--- src/rtl/access_sequencer_pkg.sv ---
// Shared widths and FSM encodings for the access sequencer and its memory-side interface.
package access_sequencer_pkg;

  localparam int unsigned DefAddrW = 15;
  localparam int unsigned DefDataW = 32;
  localparam int unsigned DefCntW  = 16;

  typedef logic [2:0] seq_state_t;

  localparam seq_state_t StIdle = 3'd0;
  localparam seq_state_t StReq  = 3'd1;
  localparam seq_state_t StWait = 3'd2;
  localparam seq_state_t StGap  = 3'd3;
  localparam seq_state_t StFin  = 3'd4;

  function automatic logic state_is_busy(seq_state_t st);
    return (st == StReq) || (st == StWait) || (st == StGap);
  endfunction

endpackage

--- src/rtl/access_sequencer_if.sv ---
// Read port between the sequencer (master) and the memory hierarchy (slave).
interface access_sequencer_if #(
  parameter int unsigned ADDR_W = 15,
  parameter int unsigned DATA_W = 32
) ();

  logic [ADDR_W-1:0] address;
  logic              MemRead;
  logic [DATA_W-1:0] data;
  logic              DataReady;
  logic              HMbar;

  modport master (
    output address,
    output MemRead,
    input  data,
    input  DataReady,
    input  HMbar
  );

  modport slave (
    input  address,
    input  MemRead,
    output data,
    output DataReady,
    output HMbar
  );

endinterface

--- src/rtl/access_sequencer_sat_counter.sv ---
// Up-counter with synchronous clear that sticks at all-ones instead of wrapping.
module access_sequencer_sat_counter #(
  parameter int unsigned W = 16
) (
  input  logic         clk,
  input  logic         rst,
  input  logic         clear_i,
  input  logic         en_i,
  output logic [W-1:0] count_o
);

  logic [W-1:0] count_q;

  always_ff @(posedge clk or posedge rst) begin
    if (rst) begin
      count_q <= '0;
    end else if (clear_i) begin
      count_q <= '0;
    end else if (en_i && (count_q != '1)) begin
      count_q <= count_q + W'(1);
    end
  end

  assign count_o = count_q;

endmodule

--- src/rtl/access_sequencer.sv ---
// Issues a run of consecutive word reads to the memory hierarchy, tallying hits/misses
// and summing the returned data.
module access_sequencer
  import access_sequencer_pkg::*;
#(
  parameter int unsigned ADDR_W       = DefAddrW,
  parameter int unsigned DATA_W       = DefDataW,
  parameter int unsigned CNT_W        = DefCntW,
  parameter int unsigned START_ADDR   = 1024,
  parameter int unsigned NUM_ACCESSES = 8192,
  parameter int unsigned TIMEOUT      = 255
) (
  input  logic              clk,
  input  logic              rst,
  input  logic              start,
  access_sequencer_if.master mem,
  output logic              busy,
  output logic              done,
  output logic              timeout_err,
  output logic [CNT_W-1:0]  hit_count,
  output logic [CNT_W-1:0]  miss_count,
  output logic [DATA_W-1:0] data_sum
);

  localparam int unsigned WAIT_W = $clog2(TIMEOUT + 1);

  seq_state_t        state_q, state_d;
  logic [ADDR_W-1:0] addr_q, addr_d;
  logic [CNT_W-1:0]  idx_q, idx_d;
  logic [WAIT_W-1:0] wait_q, wait_d;
  logic [DATA_W-1:0] sum_q, sum_d;
  logic              hit_flag_q, hit_flag_d;
  logic              terr_q, terr_d;
  logic              mr_q, busy_q, done_q;
  logic              clear_cnt, complete, hit_now;

  always_comb begin
    state_d    = state_q;
    addr_d     = addr_q;
    idx_d      = idx_q;
    wait_d     = wait_q;
    sum_d      = sum_q;
    hit_flag_d = hit_flag_q;
    terr_d     = terr_q;
    clear_cnt  = 1'b0;
    complete   = 1'b0;
    hit_now    = hit_flag_q;

    case (state_q)
      StIdle: begin
        if (start) begin
          clear_cnt = 1'b1;
          sum_d     = '0;
          terr_d    = 1'b0;
          idx_d     = '0;
          addr_d    = ADDR_W'(START_ADDR);
          state_d   = StReq;
        end
      end
      StReq: begin
        // Hit/miss is judged on first presentation, before any refill can change it.
        hit_flag_d = mem.HMbar;
        hit_now    = mem.HMbar;
        wait_d     = '0;
        if (mem.DataReady) begin
          complete = 1'b1;
        end else begin
          state_d = StWait;
        end
      end
      StWait: begin
        if (mem.DataReady) begin
          complete = 1'b1;
        end else if (wait_q == WAIT_W'(TIMEOUT - 1)) begin
          terr_d  = 1'b1;
          state_d = StFin;
        end else begin
          wait_d = wait_q + WAIT_W'(1);
        end
      end
      StGap:   state_d = StReq;
      StFin:   state_d = StIdle;
      default: state_d = StIdle;
    endcase

    if (complete) begin
      sum_d = sum_q + mem.data;
      if (idx_q == CNT_W'(NUM_ACCESSES - 1)) begin
        state_d = StFin;
      end else begin
        idx_d   = idx_q + CNT_W'(1);
        addr_d  = addr_q + ADDR_W'(1);
        state_d = StGap;
      end
    end
  end

  always_ff @(posedge clk or posedge rst) begin
    if (rst) begin
      state_q    <= StIdle;
      addr_q     <= ADDR_W'(START_ADDR);
      idx_q      <= '0;
      wait_q     <= '0;
      sum_q      <= '0;
      hit_flag_q <= 1'b0;
      terr_q     <= 1'b0;
      mr_q       <= 1'b0;
      busy_q     <= 1'b0;
      done_q     <= 1'b0;
    end else begin
      state_q    <= state_d;
      addr_q     <= addr_d;
      idx_q      <= idx_d;
      wait_q     <= wait_d;
      sum_q      <= sum_d;
      hit_flag_q <= hit_flag_d;
      terr_q     <= terr_d;
      mr_q       <= (state_d == StReq) || (state_d == StWait);
      busy_q     <= state_is_busy(state_d);
      done_q     <= (state_d == StFin);
    end
  end

  access_sequencer_sat_counter #(.W(CNT_W)) u_hit_cnt (
    .clk     (clk),
    .rst     (rst),
    .clear_i (clear_cnt),
    .en_i    (complete && hit_now),
    .count_o (hit_count)
  );

  access_sequencer_sat_counter #(.W(CNT_W)) u_miss_cnt (
    .clk     (clk),
    .rst     (rst),
    .clear_i (clear_cnt),
    .en_i    (complete && !hit_now),
    .count_o (miss_count)
  );

  assign mem.address = addr_q;
  assign mem.MemRead = mr_q;
  assign busy        = busy_q;
  assign done        = done_q;
  assign timeout_err = terr_q;
  assign data_sum    = sum_q;

endmodule

--- src/flat_wrapper.sv ---
// flat-port wrapper written by rule: the top's interface ports become plain ports
module access_sequencer_flat import access_sequencer_pkg::*;
#(
  parameter int unsigned ADDR_W       = DefAddrW,
  parameter int unsigned DATA_W       = DefDataW,
  parameter int unsigned CNT_W        = DefCntW,
  parameter int unsigned START_ADDR   = 1024,
  parameter int unsigned NUM_ACCESSES = 8192,
  parameter int unsigned TIMEOUT      = 255
)
  (clk, rst, start, busy, done, timeout_err, hit_count, miss_count, data_sum, mem_address, mem_MemRead, mem_data, mem_DataReady, mem_HMbar);
  access_sequencer_if #(.ADDR_W(ADDR_W), .DATA_W(DATA_W)) mem_i ();
  input  logic clk;
  input  logic rst;
  input  logic start;
  output logic busy;
  output logic done;
  output logic timeout_err;
  output logic [CNT_W-1:0] hit_count;
  output logic [CNT_W-1:0] miss_count;
  output logic [DATA_W-1:0] data_sum;
  output wire logic [$bits(mem_i.address)-1:0] mem_address;
  output wire logic [$bits(mem_i.MemRead)-1:0] mem_MemRead;
  input wire logic [$bits(mem_i.data)-1:0] mem_data;
  input wire logic [$bits(mem_i.DataReady)-1:0] mem_DataReady;
  input wire logic [$bits(mem_i.HMbar)-1:0] mem_HMbar;
  assign mem_address = mem_i.address;
  assign mem_MemRead = mem_i.MemRead;
  assign mem_i.data = mem_data;
  assign mem_i.DataReady = mem_DataReady;
  assign mem_i.HMbar = mem_HMbar;
  access_sequencer #(.ADDR_W(ADDR_W), .DATA_W(DATA_W), .CNT_W(CNT_W), .START_ADDR(START_ADDR), .NUM_ACCESSES(NUM_ACCESSES), .TIMEOUT(TIMEOUT)) u_core (.clk(clk), .rst(rst), .start(start), .mem(mem_i), .busy(busy), .done(done), .timeout_err(timeout_err), .hit_count(hit_count), .miss_count(miss_count), .data_sum(data_sum));
endmodule
--- config.mk ---
export PLATFORM = sky130hd
export DESIGN_NAME = access_sequencer_flat
export DESIGN_NICKNAME = d
export VERILOG_FILES = /design/src/rtl/access_sequencer_pkg.sv /design/src/rtl/access_sequencer_if.sv /design/src/rtl/access_sequencer_sat_counter.sv /design/src/rtl/access_sequencer.sv /design/src/flat_wrapper.sv
export SDC_FILE = /design/constraint.sdc
export NUM_CORES = 1
export LEC_CHECK = 0
export ABC_AREA = 1
export CAP_MARGIN = 30
export CORE_ASPECT_RATIO = 1.5
export CORE_MARGIN = 2
export CORE_UTILIZATION = 45
export CTS_CLUSTER_SIZE = 28
export DETAILED_ROUTE_END_ITERATION = 6
export PLACE_DENSITY = 0.64
export SYNTH_ARGS = -nofsm -noshare
export SYNTH_HDL_FRONTEND = slang
export SYNTH_SLANG_ARGS = --single-unit
--- constraint.sdc ---
create_clock -name clk -period 9.8 [get_ports clk]
set_clock_uncertainty 0.05 [all_clocks]
set_input_delay 1.96 -clock clk [delete_from_list [all_inputs] [get_ports clk]]
set_output_delay 1.96 -clock clk [all_outputs]
set_load 0.005 [all_outputs]
; After elaboration in Yosys (flattened, before gate mapping)
; Index checks and enable logic that the tools add are counted.
[totals]
ff_bits = 111
latchBits = 0
mem_bits_rw = 0
rom_bits = 0
output_inout_bits = 83
wordCells = 85
n_memories = 0
[op_classes]
add_sub_neg = 6
multipliers = 0
n_div = 0
magnitude_cmp = 0
n_eq_ne = 15
shifts = 0
n_mux = 34
bitwise_logic = 0
reduce_logical = 18
[op_table]
columns = cell, n
row1 = 16-bit two-way mux, 8
row2 = 32-bit two-way mux, 3
row3 = 15-bit two-way mux, 4
row4 = "16-bit by 1-bit adder with 16-bit output, second input constant", 3
row5 = 32-bit adder, 1
row6 = "16-bit != test, second input constant", 2
row7 = 3-bit two-way mux, 6
row8 = "16-bit by 13-bit == test with 1-bit output, second input constant", 1
row9 = 8-bit two-way mux, 2
row10 = 8-bit one-hot mux with 2 select lines, 1
row11 = "15-bit by 1-bit adder with 15-bit output, second input constant", 1
row12 = "3-bit by 2-bit == test with 1-bit output, second input constant", 4
row13 = 3-bit one-hot mux with 4 select lines, 1
row14 = 2-bit nonzero test, 6
row15 = "8-bit by 1-bit adder with 8-bit output, second input constant", 1
row16 = "8-bit == test, second input constant", 1
row17 = 1-bit two-way mux, 8
row18 = "3-bit by 1-bit == test with 1-bit output, second input constant", 2
row19 = "2-bit != test, second input constant", 3
row20 = 1-bit logical AND, 4
row21 = 4-bit AND reduction, 1
row22 = "3-bit == test, second input constant", 1
row23 = 3-bit zero test, 1
row24 = 3-bit AND reduction, 1
row25 = other kinds (6), 7

; Logic depth before layout (Yosys ltp)
; Gate-level depths: netlist of run 1.
[logic_depth]
depth_word = 8
depth_mapped = 14
depth_no_buf = 14

; Cells and area by module
; Synthesis of run 1 repeated with hierarchy kept, for this count alone.
[hier_totals]
cells_unflattened = 1257
area_unflattened_um2 = 8289.2
[by_module_without_submodules]
columns = module, instances, cells_each, area_each_um2, seq_area_each_um2
row1 = access_sequencer, 1, 939, 6122.1, 1978.1
row2 = access_sequencer_sat_counter, 2, 159, 1083.5, 400.4

; Worst setup path after synthesis of run 1
; Ideal clock, no wire load.
[synth_timing]
path_kind = input-to-reg
startpoint = in mem_data[0]
endpoint = reg u_core.sum_q[24] (netlist: u_core.data_sum[24])
setup_ns = 0.117
arrival_ns = 3.300
required_ns = 9.633
slack_ns = 6.333
path_stages = 12
n_path_buf = 0
cell_sequence = ha_1 > fa_1 > nand3_1 > nand3_1 > nand2_1 > nand2_1 > nand2_1 > nand2_1 > nand2_1 > nand3_1 > nand3_1 > nand2_1
[synth_between]
elab_chain_cells = 2
[synth_rtl]
columns = item, line_no
row1 = from (decl), flat_wrapper.sv:24  ; input wire logic [$bits(mem_i.data)-1:0] mem_data;
row2 = 32-bit adder, access_sequencer.sv:87  ; sum_d = sum_q + mem.data;
row3 = 32-bit two-way mux, access_sequencer.sv:86  ; if (complete) begin
row4 = to (signal assigned), access_sequencer.sv:115  ; sum_q <= sum_d;
row5 = to (decl), access_sequencer.sv:31  ; logic [DATA_W-1:0] sum_q, sum_d;
; Every way passes these cells.
; A chain may end at the register's enable or synchronous reset.

; Worst setup path after layout of run 1
[layout_timing]
startpoint = in start
endpoint = reg u_core.idx_q[14]
[layout_between]
elab_chain_cells = 4
[layout_rtl]
columns = item, line_no
row1 = from (decl), flat_wrapper.sv:15  ; input logic start;
row2 = 16-bit two-way mux *, access_sequencer.sv:51  ; if (start) begin
row3 = 16-bit two-way mux *, access_sequencer.sv:49  ; case (state_q)
row4 = 16-bit two-way mux, access_sequencer.sv:88  ; if (idx_q == CNT_W'(NUM_ACCESSES - 1)) begin
row5 = 16-bit two-way mux *, access_sequencer.sv:86
row6 = named net u_core.idx_d[14], access_sequencer.sv:29  ; logic [CNT_W-1:0] idx_q, idx_d;
row7 = to (signal assigned), access_sequencer.sv:113  ; idx_q <= idx_d;
row8 = to (decl), access_sequencer.sv:29
; Mark *: on every way through the listed nets, which the timed path passes. The rest lies on a longest branch.

==> results.sh, run 1 <==
export IMPL_cts_tree="done"
export IMPL_hold_violations=0
export IMPL_max_freq_mhz=232.7
export IMPL_cts_resized=0
export IMPL_vdd_ir_drop_max_mv=0.1116
export IMPL_ant_nets=0
export IMPL_drv_cap=0
export IMPL_wirelength_microns=21510
export IMPL_synthTopCellsByArea="dfrtp_1 34%, nand2_1 20%, inv_1 8.4%"
export IMPL_grt_ovfl_total=0
export IMPL_pre_cts_slack_ps=5085
export IMPL_fp_coreArea_sq_um=17790
export IMPL_endpoint_kind="register"
export IMPL_rows=60
export IMPL_vias=7906
export IMPL_required_ps=10020
export IMPL_crit_path_start_kind="input port"
export IMPL_whs_ps=464.1
export IMPL_design_die_area_sq_um=19100
export IMPL_netlist_instances=1216
export IMPL_intPower_w=0.001221
export IMPL_ys_flop_type="dfrtp_1"
export IMPL_root_buffer="clkbuf_16"
export IMPL_period_needed_ps=4297
export IMPL_grt_pass1_wl_microns=36390
export IMPL_synth_top_area_share_pct=34.00
export IMPL_ys_ff_latch=111
export IMPL_grt_pass1_vias=7802
export IMPL_synthArstFlopShare_pct=100.0
export IMPL_power_total_w=0.002242
export IMPL_via_per_inst=5.104
export IMPL_first_pass_iters=4
export IMPL_criticalPathCategory="input port to register"
export IMPL_drive_gt1_share_pct=4.505
export IMPL_place_hpwl_microns=16700
export IMPL_hold_path_class="register to register"
export IMPL_die_w_microns=113.5
export IMPL_synth_warnings=0
export IMPL_h_tree_depth=3
export IMPL_path_clk_slew_ps=70
export IMPL_rsz0062_at_grt="no"
export IMPL_pin_count=120
export IMPL_die_y_microns=168.3
export IMPL_post_route_drc_count=0
export IMPL_post_cts_buffers=0
export IMPL_p_leak_nw=4.811
export IMPL_area_growth_synth_to_final_pct=20.26
export IMPL_power_switching_w=0.001021
export IMPL_setup_viol=0
export IMPL_yosysSeqAreaShare_pct=34.32
export IMPL_synth_distinct_cells=44
export IMPL_tightest_slew_ps=836.7
export IMPL_postCtsHoldBufs=0
export IMPL_io_buffers=119
export IMPL_cp_arrival_ps=4520
export IMPL_nets=1404
export IMPL_insertion_delay_ps=360
export IMPL_path_max_fanout=35
export IMPL_combPwrFrac_pct=54.1
export IMPL_p_clk_share_pct=15.8
export IMPL_antenna_found_initial=0
export IMPL_powerDensity_nw_per_um2=230.3
export IMPL_finalCritPeriodShare_pct=43.85
export IMPL_synth_net_count=1291
export IMPL_syn_area_per_cell_sq_um=6.658
export IMPL_clock_sinks=111
export IMPL_fin_tns_setup_ps=0
export IMPL_slew_headroom_pct=44.09
export IMPL_cts_buffer_depth=2
export IMPL_place_congestion=0.8752
export IMPL_wl_per_cell_microns=13.88
export IMPL_yosys_area_top_type="dfrtp_1"
export IMPL_setup_slack_ps=5503
export IMPL_seqPwrFrac_pct=30.1
export IMPL_drt_iter0_drc=493
export IMPL_diodes=0
export IMPL_switching_share_pct=45.54
export IMPL_numCtsBuffers=9
export IMPL_report_final_slew_viol_count=0
export IMPL_netlist_area_sq_um=8097
export IMPL_grt_use_total_pct=23.57
export IMPL_initial_utilization_pct=45.51
export IMPL_synth_edf_count=0
export IMPL_status="finished, final reports clean"
export IMPL_grt_max_degree=62
sequential cells by signal, summed over array words and instances (netlist names):
signal,count
u_core.hit_flag_q,1
u_core.timeout_err,1
u_core.state_q,3
u_core.done,1
u_core.u_miss_cnt.count_o,16
u_core.mem.address,15
u_core.data_sum,32
u_core.mem.MemRead,1
u_core.u_hit_cnt.count_o,16
u_core.idx_q,16
u_core.busy,1
u_core.wait_q,8
path summary, 6_finish.rpt:
kind,startpoint,to,slack (ps),depth (start not counted)
max in group asynchronous,rst,u_core.idx_q[6],6470,3
max reg2reg,u_core.state_q[2],u_core.idx_q[14],7030,8
min,u_core.idx_q[4],u_core.idx_q[4],460,1
max,start,u_core.idx_q[14],5500,6
min in group asynchronous,rst,u_core.wait_q[2],2050,2
min reg2reg,u_core.idx_q[4],u_core.idx_q[4],460,1
routing by layer:
layer  vias to the layer above  wire length (microns)  track usage (%)
met5                         -                      0                0
met4                         0                    479            7.900
met3                        29                    644            2.340
met2                       154                  11590            45.01
met1                      3640                   8794            27.01
li1                       4083                      -                -
area by class of cell:
class / instances / area (sq um)
sequential: 111 / 2779
fill: 1800 / 8055
timing repair buffer: 120 / 1199
clock inverter: 3 / 18.77
multi-input combinational: 900 / 4512
clock buffer: 11 / 252.7
tap: 217 / 271.5
inverter: 187 / 704.4
placed cells by master, fill, tap and decap left out, types with 10 or more instances in the layout:
| cell type | netlist | layout |
|---|---|---|
| a21oi_1 | 51 | 51 |
| clkdlybuf4s50_1 | 0 | 119 |
| dfrtp_1 | 110 | 110 |
| ha_1 | 37 | 37 |
| inv_1 | 182 | 181 |
| nand2_1 | 424 | 424 |
| nand3_1 | 89 | 89 |
| nand4_1 | 21 | 21 |
| nor2_1 | 102 | 102 |
| nor3_1 | 33 | 33 |
| o21ai_0 | 28 | 28 |
| o21ai_1 | 11 | 11 |
| o21ai_2 | 10 | 10 |
| xor2_1 | 24 | 24 |
critical path, stage by stage:
cell	delay (ps)
clkdlybuf4s50_1	490
nand2_2	590
inv_2	400
nor2_4	760
inv_1	120
o21ai_0	180
through the flow:
step | utilization [%] | instances | instance area, sq um
final | 54.73 | 1549 | 9737
after global routing | 54.73 | 1549 | 9737
after CTS | 54.73 | 1549 | 9737
after detailed placement | 53.20 | 1535 | 9465
after global placement | 53.20 | 1535 | 9465
after floorplan | - | 1216 | 8097
kinds of logic (layout without fill, tap and decap cells):
family,Yosys count,in the layout,synth area share (%)
xor gates and xnor gates,32,32,3.462
and+or+nand+nor,704,704,37.17
buffers and inverters,205,321,9.952
adders and majority gates,38,38,5.965
DFF,111,111,34.32
AOI/OAI and AO/OA,126,126,9.133
power groups by stage:
stage / clock [W] / sequential [W] / combinational (W)
final: 0.000355 / 0.000675 / 0.00121
after global placement: 0 / 0.000682 / 0.00121
after CTS: 0.000367 / 0.000676 / 0.00122
after floorplan: 0 / 0.000666 / 0.000818
after detailed placement: 0 / 0.000683 / 0.00122
after global routing: 0.000380 / 0.000692 / 0.00139
synth_stat cells, drive strengths merged (4+ instances only):
cell type,count
nand2,432
inv,187
dfrtp,110
nor2,109
nand3,90
a21oi,52
o21ai,49
nor3,39
ha,37
xor2,24
nand4,21
buf,12
o31ai,9
xnor2,8
clkbuf,6
or2,6
nand3b,4
o21bai,4
Power figures use the tool's default switching activity.
==> inputs of run 2 (changes only) <==
Settings changed: PLACE_DENSITY 0.64 to 0.67.
Clock period 9.8 ns to 3.6 ns, I/O delays scaled along.
==> run 2 against run 1 <==
Net effect:
- combinational power grew to 2.8 times the previous value
- global-route usage is 0.31 points higher
- worst hold slack got worse by 14 ps
- highest routed layer unchanged
- non-clock buffer count increased by 4
- utilization grew 0.56 points
- critical endpoint is now u_core.data_sum[24]
- critical path type unchanged
- worst setup slack worse by 4500 ps
==> results.sh, run 2 (synthesized netlist as in run 1, its figures left out) <==
export IMPL_power_switching_w=0.002887
export IMPL_nets=1408
export IMPL_cts_tree="done"
export IMPL_drv_cap=0
export IMPL_whs_endpoint="u_core.idx_q[4]"
export IMPL_numCtsBuffers=9
export IMPL_criticalPathCategory="input port to register"
export IMPL_rows=60
export IMPL_crit_path_start_kind="input port"
export IMPL_insertion_delay_ps=370
export IMPL_h_tree_depth=3
export IMPL_area_growth_synth_to_final_pct=21.48
export IMPL_path_clk_slew_ps=80
export IMPL_grt_pass1_wl_microns=36710
export IMPL_finalCritPeriodShare_pct=70.79
export IMPL_ant_nets=0
export IMPL_worst_r2r_setup_slack_ps=1240
export IMPL_drt_iter0_drc=368
export IMPL_drive_gt1_share_pct=4.933
export IMPL_vdd_ir_drop_max_mv=0.3329
export IMPL_setup_viol=0
export IMPL_p_leak_nw=4.849
export IMPL_grt_use_total_pct=23.88
export IMPL_combPwrFrac_pct=53.7
export IMPL_initial_utilization_pct=45.51
export IMPL_rsz0062_at_grt="no"
export IMPL_design_die_area_sq_um=19100
export IMPL_status="finished, final reports clean"
export IMPL_hp_start="u_core.idx_q[4]"
export IMPL_whs_path_depth=1
export IMPL_grt_pass1_vias=7743
export IMPL_intPower_w=0.003417
export IMPL_tightest_slew_ps=623.2
export IMPL_grt_ovfl_total=0
export IMPL_fp_coreArea_sq_um=17790
export IMPL_period_needed_ps=2548
export IMPL_antenna_found_initial=0
export IMPL_diodes=0
export IMPL_wl_per_cell_microns=14.26
export IMPL_required_ps=3800
export IMPL_clock_sinks=111
export IMPL_powerDensity_nw_per_um2=640.9
export IMPL_vias=7993
export IMPL_placed_area_sq_um=9522
export IMPL_largest_reg_flops=32
export IMPL_postCtsHoldBufs=0
export IMPL_die_y_microns=168.3
export IMPL_switching_share_pct=45.80
export IMPL_place_congestion=0.8789
export IMPL_die_w_microns=113.5
export IMPL_io_buffers=119
export IMPL_fin_tns_setup_ps=0
export IMPL_grt_max_degree=51
export IMPL_report_final_slew_viol_count=0
export IMPL_hold_path_class="register to register"
export IMPL_layout_common_cells="424 x nand2_1, 181 x inv_1, 119 x clkdlybuf4s50_1, 110 x dfrtp_1, 102 x nor2_1"
export IMPL_max_freq_mhz=392.4
export IMPL_r2r_end="u_core.u_hit_cnt.count_o[9]"
export IMPL_cts_resized=0
export IMPL_layout_commonest_cell="nand2_1"
export IMPL_wirelength_microns=22170
export IMPL_first_pass_iters=5
export IMPL_path_max_fanout=5
export IMPL_place_hpwl_microns=17230
export IMPL_root_buffer="clkbuf_16"
export IMPL_pin_count=120
export IMPL_cts_buffer_depth=2
export IMPL_post_cts_buffers=0
export IMPL_rr_worst_depth=10
export IMPL_post_route_drc_count=0
export IMPL_fill_cells=1782
export IMPL_seqPwrFrac_pct=29.2
export IMPL_hold_violations=0
export IMPL_via_per_inst=5.140
export IMPL_slew_headroom_pct=58.36
export IMPL_cp_arrival_ps=2750
export IMPL_r2r_start="u_core.u_hit_cnt.count_o[0]"
export IMPL_p_clk_share_pct=17.2
export IMPL_endpoint_kind="register"
export IMPL_final_area_sq_um=9836
[run 2: final cells by class]
| class | instances | area (sq um) | share of cell area (%) |
|---|---|---|---|
| well taps | 217 | 271.5 | 2.760 |
| multi-input cells | 900 | 4512 | 45.87 |
| repair buffers | 124 | 1254 | 12.75 |
| inverters | 187 | 705.7 | 7.175 |
| flip-flops and latches | 111 | 2779 | 28.25 |
| clock buffers | 10 | 239.0 | 2.430 |
| clock inverters | 6 | 75.07 | 0.7633 |
[run 2: metal layers]
metal / routed length, microns / track usage, % / share of wire, %
met5: 0 / 0 / 0
met4: 697 / 10.02 / 3.1
met3: 917 / 2.700 / 4.1
met2: 11820 / 44.62 / 53
met1: 8735 / 27.15 / 39
[run 2: worst max-delay path: stages]
cell             delay, ps
clkdlybuf4s50_1        420
ha_1                   270
fa_1                   460
nand3_1                100
nand3_1                140
nand2_1                 90
nand2_1                 80
nand2_1                 90
nand2_1                 90
nand2_1                 90
nand3_1                 60
nand3_1                 80
nand2_1                 50
[run 2: worst max-delay path by stage]
stage / from / slack (ps) / endpoint / cells past startpoint
final: mem_data[0] / 1050 / u_core.data_sum[24] / 13
after global routing: mem_data[0] / 860 / u_core.data_sum[24] / 13
after CTS: mem_data[0] / 1060 / u_core.data_sum[24] / 13
after detailed placement: mem_data[0] / 680 / u_core.data_sum[24] / 13
after global placement: mem_data[2] / 730 / u_core.data_sum[23] / 11
after floorplan: mem_data[0] / 1370 / u_core.data_sum[24] / 12
[run 2: power by group through the flow]
stage                     clock network (W)  registers, W  logic, W
after floorplan                           0       0.00181   0.00223
after global placement                    0       0.00187   0.00335
after detailed placement                  0       0.00186   0.00340
after CTS                           0.00111       0.00184   0.00341
after global routing                0.00115       0.00188   0.00382
final                               0.00108       0.00184   0.00338
[run 2: through the flow]
step,power [W],instances,util [%],hold WS (ps),setup slack (ps)
after detailed placement,0.005256,1539,53.52,438.3,683.6
after global placement,0.005220,1539,53.52,433.5,727.8
after CTS,0.006356,1555,55.28,451.8,1057
after global routing,0.006854,1555,55.28,487.3,862.6
after floorplan,0.004041,1216,-,407.6,1373
final,0.006304,1555,55.28,450.1,1052
